**src/rtl/mul_sched.sv**
```systemverilog
// mul_sched
//   Round-robin front end for a single shared 64x64 signed Booth multiplier.
//   One operand pair is accepted at a time over a valid/ready handshake. The
//   multiplier is then driven through start -> wait -> clear, and the 128-bit
//   product is returned to the requester that was granted. A watchdog aborts
//   the operation if the multiplier never signals completion.
//
// Parameters
//   NREQ     number of requesters (2..4)
//   TIMEOUT  maximum number of cycles spent in WAIT before aborting
//
// Ports
//   clk, reset_n                      clock, asynchronous active-low reset
//   req_valid[NREQ], req_ready[NREQ]  per-requester handshake (ready one-hot)
//   req_multiplier, req_multiplicand  64-bit operand slices, slice i = requester i
//   rsp_valid[NREQ]                   one-cycle one-hot response pulse
//   rsp_result[128], rsp_err          product / timeout flag, held until next response
//   busy                              high whenever the scheduler is not IDLE
//   op_count[32]                      successful completions, wraps
//   mul_op_start, mul_op_clear        multiplier control pulses
//   mul_multiplier, mul_multiplicand  operands presented to the multiplier
//   mul_op_done, mul_result           multiplier completion pulse and product
module mul_sched #(
  parameter int NREQ    = 4,
  parameter int TIMEOUT = 256
) (
  input  logic                 clk,
  input  logic                 reset_n,
  input  logic [NREQ-1:0]      req_valid,
  output logic [NREQ-1:0]      req_ready,
  input  logic [64*NREQ-1:0]   req_multiplier,
  input  logic [64*NREQ-1:0]   req_multiplicand,
  output logic [NREQ-1:0]      rsp_valid,
  output logic [127:0]         rsp_result,
  output logic                 rsp_err,
  output logic                 busy,
  output logic [31:0]          op_count,
  output logic                 mul_op_start,
  output logic                 mul_op_clear,
  output logic [63:0]          mul_multiplier,
  output logic [63:0]          mul_multiplicand,
  input  logic                 mul_op_done,
  input  logic [127:0]         mul_result
);

  localparam int IDW = (NREQ > 2) ? 2 : 1;
  localparam int CW  = (TIMEOUT > 2) ? $clog2(TIMEOUT) : 1;

  typedef enum logic [1:0] {
    S_IDLE  = 2'd0,
    S_START = 2'd1,
    S_WAIT  = 2'd2,
    S_CLEAR = 2'd3
  } state_t;

  state_t          state;
  logic [IDW-1:0]  rr_ptr;
  logic [IDW-1:0]  gnt_id;
  logic [CW-1:0]   wait_cnt;

  logic            grant_found;
  logic [IDW-1:0]  grant_id;
  logic [IDW-1:0]  next_ptr;
  logic [63:0]     sel_multiplier;
  logic [63:0]     sel_multiplicand;

  // Rotating priority search: start at rr_ptr, wrap, first valid wins.
  always_comb begin
    int              idx;
    logic [IDW-1:0]  idx_w;
    grant_found = 1'b0;
    grant_id    = '0;
    idx         = 0;
    idx_w       = '0;
    for (int k = 0; k < NREQ; k++) begin
      idx = int'(rr_ptr) + k;
      if (idx >= NREQ) idx = idx - NREQ;
      idx_w = IDW'(idx);
      if (!grant_found && req_valid[idx_w]) begin
        grant_found = 1'b1;
        grant_id    = idx_w;
      end
    end
  end

  // Grant is only offered while idle, so at most one transfer per operation.
  always_comb begin
    req_ready = '0;
    if (state == S_IDLE && grant_found) req_ready[grant_id] = 1'b1;
  end

  assign sel_multiplier   = req_multiplier[{grant_id, 6'b0} +: 64];
  assign sel_multiplicand = req_multiplicand[{grant_id, 6'b0} +: 64];
  assign next_ptr         = (gnt_id == IDW'(NREQ - 1)) ? '0 : gnt_id + 1'b1;
  assign busy             = (state != S_IDLE);

  // Sequencer. Control and response outputs are pulses that default low each
  // cycle. The product is captured in WAIT because the clear that follows
  // also zeroes the multiplier's result register.
  always_ff @(posedge clk or negedge reset_n) begin
    if (!reset_n) begin
      state            <= S_IDLE;
      rr_ptr           <= '0;
      gnt_id           <= '0;
      wait_cnt         <= '0;
      mul_op_start     <= 1'b0;
      mul_op_clear     <= 1'b0;
      mul_multiplier   <= '0;
      mul_multiplicand <= '0;
      rsp_valid        <= '0;
      rsp_result       <= '0;
      rsp_err          <= 1'b0;
      op_count         <= '0;
    end else begin
      mul_op_start <= 1'b0;
      mul_op_clear <= 1'b0;
      rsp_valid    <= '0;
      case (state)
        S_IDLE: begin
          if (grant_found) begin
            mul_multiplier   <= sel_multiplier;
            mul_multiplicand <= sel_multiplicand;
            gnt_id           <= grant_id;
            mul_op_start     <= 1'b1;
            state            <= S_START;
          end
        end
        S_START: begin
          wait_cnt <= '0;
          state    <= S_WAIT;
        end
        S_WAIT: begin
          // Completion takes priority over a watchdog expiring the same cycle.
          if (mul_op_done) begin
            rsp_result        <= mul_result;
            rsp_err           <= 1'b0;
            rsp_valid[gnt_id] <= 1'b1;
            op_count          <= op_count + 32'd1;
            mul_op_clear      <= 1'b1;
            state             <= S_CLEAR;
          end else if (wait_cnt == CW'(TIMEOUT - 1)) begin
            rsp_result        <= '0;
            rsp_err           <= 1'b1;
            rsp_valid[gnt_id] <= 1'b1;
            mul_op_clear      <= 1'b1;
            state             <= S_CLEAR;
          end else begin
            wait_cnt <= wait_cnt + 1'b1;
          end
        end
        S_CLEAR: begin
          rr_ptr <= next_ptr;
          state  <= S_IDLE;
        end
        default: state <= S_IDLE;
      endcase
    end
  end

endmodule

```
**config.mk**
```make
export PLATFORM = sky130hd
export DESIGN_NAME = mul_sched
export DESIGN_NICKNAME = d
export VERILOG_FILES = /design/src/rtl/mul_sched.sv
export SDC_FILE = /design/constraint.sdc
export NUM_CORES = 1
export LEC_CHECK = 0
export CELL_PAD_IN_SITES_DETAIL_PLACEMENT = 2
export CELL_PAD_IN_SITES_GLOBAL_PLACEMENT = 2
export CORE_AREA = 2 2 365 367
export CTS_CLUSTER_DIAMETER = 100
export CTS_CLUSTER_SIZE = 14
export DETAILED_ROUTE_END_ITERATION = 6
export DIE_AREA = 0 0 367 369
export GPL_TIMING_DRIVEN = 0
export PLACE_DENSITY_LB_ADDON = 0.1
export SLEW_MARGIN = 20
export SYNTH_ARGS = -nofsm -noshare
export SYNTH_HDL_FRONTEND = slang
export SYNTH_SLANG_ARGS = --single-unit
```
**constraint.sdc**
```tcl
create_clock -name clk -period 2.89 [get_ports clk]
set_input_delay 0.578 -clock clk [delete_from_list [all_inputs] [get_ports clk]]
set_output_delay 0.578 -clock clk [all_outputs]
set_load 0.01 [all_outputs]
```
==> results.py <==
metrics = {
    "layout": {
        "finalNonFillerCells": 4209,
        "layout-drive-gt1-share_pct": 12.3,
        "layout.nets": 3065,
        "areaGrowthSynthToFinish_pct": 83.2,
    },
    "grt": {
        "antenna_found_initial": 65,
        "grt_usage_pct": 17.8,
        "grt_pass1_wl_mm": 168,
        "grt_pass1_vias": 19246,
        "grt_overflow": 0,
        "grt_start_max_net_pins": 79,
    },
    "timing": {
        "relSlewSlack_pct": 32.6,
        "rsz0062_at_grt": "yes",
        "finalCriticalPeriod_ps": 2800,
        "holdWs_ps": 480,
        "worst_pin_slew_ps": 1010,
        "hold_violations": 0,
        "setup-tns-final_ps": 0,
        "setup_viol": 0,
        "setup_ws_ps": 88.2,
        "fin_skew_ps": 41.5,
        "max_freq_ghz": 0.357,
        "post-route-period-util_pct": 96.9,
        "drv_slew": 0,
    },
    "setup_path": {
        "worst_ep_arrival_time_ps": 2220,
        "worstSetupEndpointType": "output pin",
        "cp-start-kind": "input port",
        "cp.required_ps": 2310,
        "critPathKind": "in -> out",
        "crit_fanout": 4,
    },
    "clock_network": {
        "path_clk_slew_ps": 50,
        "cts_num_sinks": 309,
        "clock-root-buffer": "clkbuf_16",
        "insertion_delay_ps": 600,
        "htree_levels": 2,
        "clock_path_buffers": 3,
        "cts_buffers": 35,
        "tritoncts": "built",
    },
    "synth": {
        "synth_fp_nets": 2059,
        "ys.flop_type": "dfrtp_1",
        "synth_seq_area_share_pct": 48.7,
        "ys_seq_elements": 309,
        "post-synth-top-count-cell": "dfrtp_1",
        "synth.avg_cell_area_um2": 11.3,
        "synth_edf_count": 0,
        "yosys.area.top_type_share_pct": 48.7,
        "ys_types": 41,
        "synthTopCellsByArea": "dfrtp_1, mux2i_1, a211oi_2",
        "synthCells": 1401,
        "syn_area_um2": 15900,
        "yosys-top-cells-count": "dfrtp_1, o21ai_0, and3_1",
        "synthArstFlopShare_pct": 100,
        "yosysWarnings": 0,
        "synth.largest_area_cell": "dfrtp_1",
    },
    "power_and_ir_drop": {
        "power.density_nw_per_um2": 999,
        "internal-power_w": 0.0164,
        "power.sequential.fraction_pct": 25.9,
        "swShare_pct": 43.6,
        "p_clk_share_pct": 15.6,
        "switchingPower_w": 0.0127,
        "peakVddDrop_mv": 0.348,
        "power_w": 0.0291,
        "combPwrFrac_pct": 58.5,
        "p_leak_nw": 11.5,
    },
    "run_status": {
        "outcome": "finished clean",
    },
    "floorplanning": {
        "initial_utilization_pct": 12.1,
        "die_h_um": 369,
        "io_pins": 947,
        "core.rowCount": 133,
        "chipWidth_um": 367,
        "core-area_um2": 131000,
        "dieArea_um2": 135000,
    },
    "drt": {
        "totalWireLength_mm": 123,
        "drt_iter0_markers": 576,
        "first_pass_iters": 4,
        "ant_nets": 0,
        "via_per_inst": 3.99,
        "drc": 0,
        "drt-wirelength-per-cell_um": 29.3,
        "vias": 16796,
    },
    "job": {
        "max_cap_viol_count": 0,
    },
    "placed_design": {
        "gp_congestion": 0.833,
        "port_buffers": 946,
        "dp_slack_ps": -1650,
        "dp_cells": 4106,
        "dp_hpwl_mm": 99.5,
    },
    "min_path": {
        "min_path_type": "reg -> reg",
    },
}
what timing repair did:
item                                    CTS  global route
buffers inserted                         13             6
hold buffers                              1             0
gates resized for setup                  52            55
endpoints found under the setup margin  188           207
pin swaps                                 3             2
endpoints found under the hold margin    31             0
registers in the layout, summed over array words and instances (netlist names):
register and flops:
mul_op_clear 1, state 2, rsp_err 1, mul_op_start 1, rsp_result 128, op_count 32
mul_multiplier 64, mul_multiplicand 64, gnt_id 2, rr_ptr 2, wait_cnt 8, rsp_valid 4
worst paths after layout:
path | slack, ps | cells past startpoint | endpoint | from
worst max-delay path | 90 | 10 | req_ready[1] | req_valid[1]
worst min-delay path | 480 | 1 | op_count[31] | op_count[31]
worst max register to register | 220 | 6 | mul_multiplier[50] | rr_ptr[1]
worst min register to register | 480 | 1 | op_count[31] | op_count[31]
max in group asynchronous | 670 | 5 | op_count[24] | reset_n
min in group asynchronous | 580 | 2 | mul_multiplicand[19] | reset_n
metrics by stage:
stage          util, %  instance area, µm²
2_1_floorplan        -               15900
3_3_place_gp      21.0               27600
3_5_place_dp      21.1               27700
4_1_cts           22.1               28900
5_1_grt           22.2               29100
6_report          22.2               29100
layout by cell type (no fill, tap or decap), types with 28 or more instances in the layout:
master,synthesis,layout
a211oi_2,100,101
a22o_1,128,128
and3_1,135,135
buf_4,10,32
buf_6,30,30
clkbuf_1,72,44
clkbuf_16,0,38
clkbuf_2,0,28
clkdlybuf4s50_1,0,938
dfrtp_1,309,309
diode_2,0,31
mux2i_1,128,126
o21ai_0,138,138
o22ai_1,128,128
power by group through the flow:
stage / Combinational (W) / Sequential [W] / Clock (W)
floorplan: 0.00676 / 0.00815 / 0
global placement: 0.0167 / 0.00754 / 0
detailed placement: 0.0169 / 0.00757 / 0
CTS: 0.0174 / 0.00754 / 0.00485
global route: 0.0183 / 0.00781 / 0.00494
finish: 0.0170 / 0.00753 / 0.00453
worst max-delay path: stages:
cell and delay [ps]:
dlygate4sd2_1 270, or2_4 260, o31ai_4 250, buf_12 170, clkinvlp_4 100, clkbuf_16 160, clkbuf_16 150, nand3_4 60
a21oi_2 40, buf_4 170
cell families after synthesis:
family	share of synthesized area [%]
buffers and inverters	5.49
multiplexers	8.27
AO/OA/AOI/OAI	26.4
flip-flops	48.7
XOR/XNOR	1.82
AND/OR/NAND/NOR	8.53
adder cells (fa/ha/maj)	0.866
layer usage:
metal | track usage [%] | part of all wire, %
met3 | 6.44 | 7.6
met1 | 19.4 | 38
met2 | 31.1 | 51
met4 | 7.15 | 3.1
met5 | 0.641 | 0.32
cell type report:
class                   instances  area (µm²)
well taps                    1755        2200
plain buffers                 142         956
diodes                         31        77.6
flip-flops and latches        309        7730
clock inverters                13         114
clock buffers                  40         915
multi-input cells             939        7350
fillers                     14757      102000
inverters                      10        41.3
repair buffers                970        9740
Power figures use the tool's default switching activity.
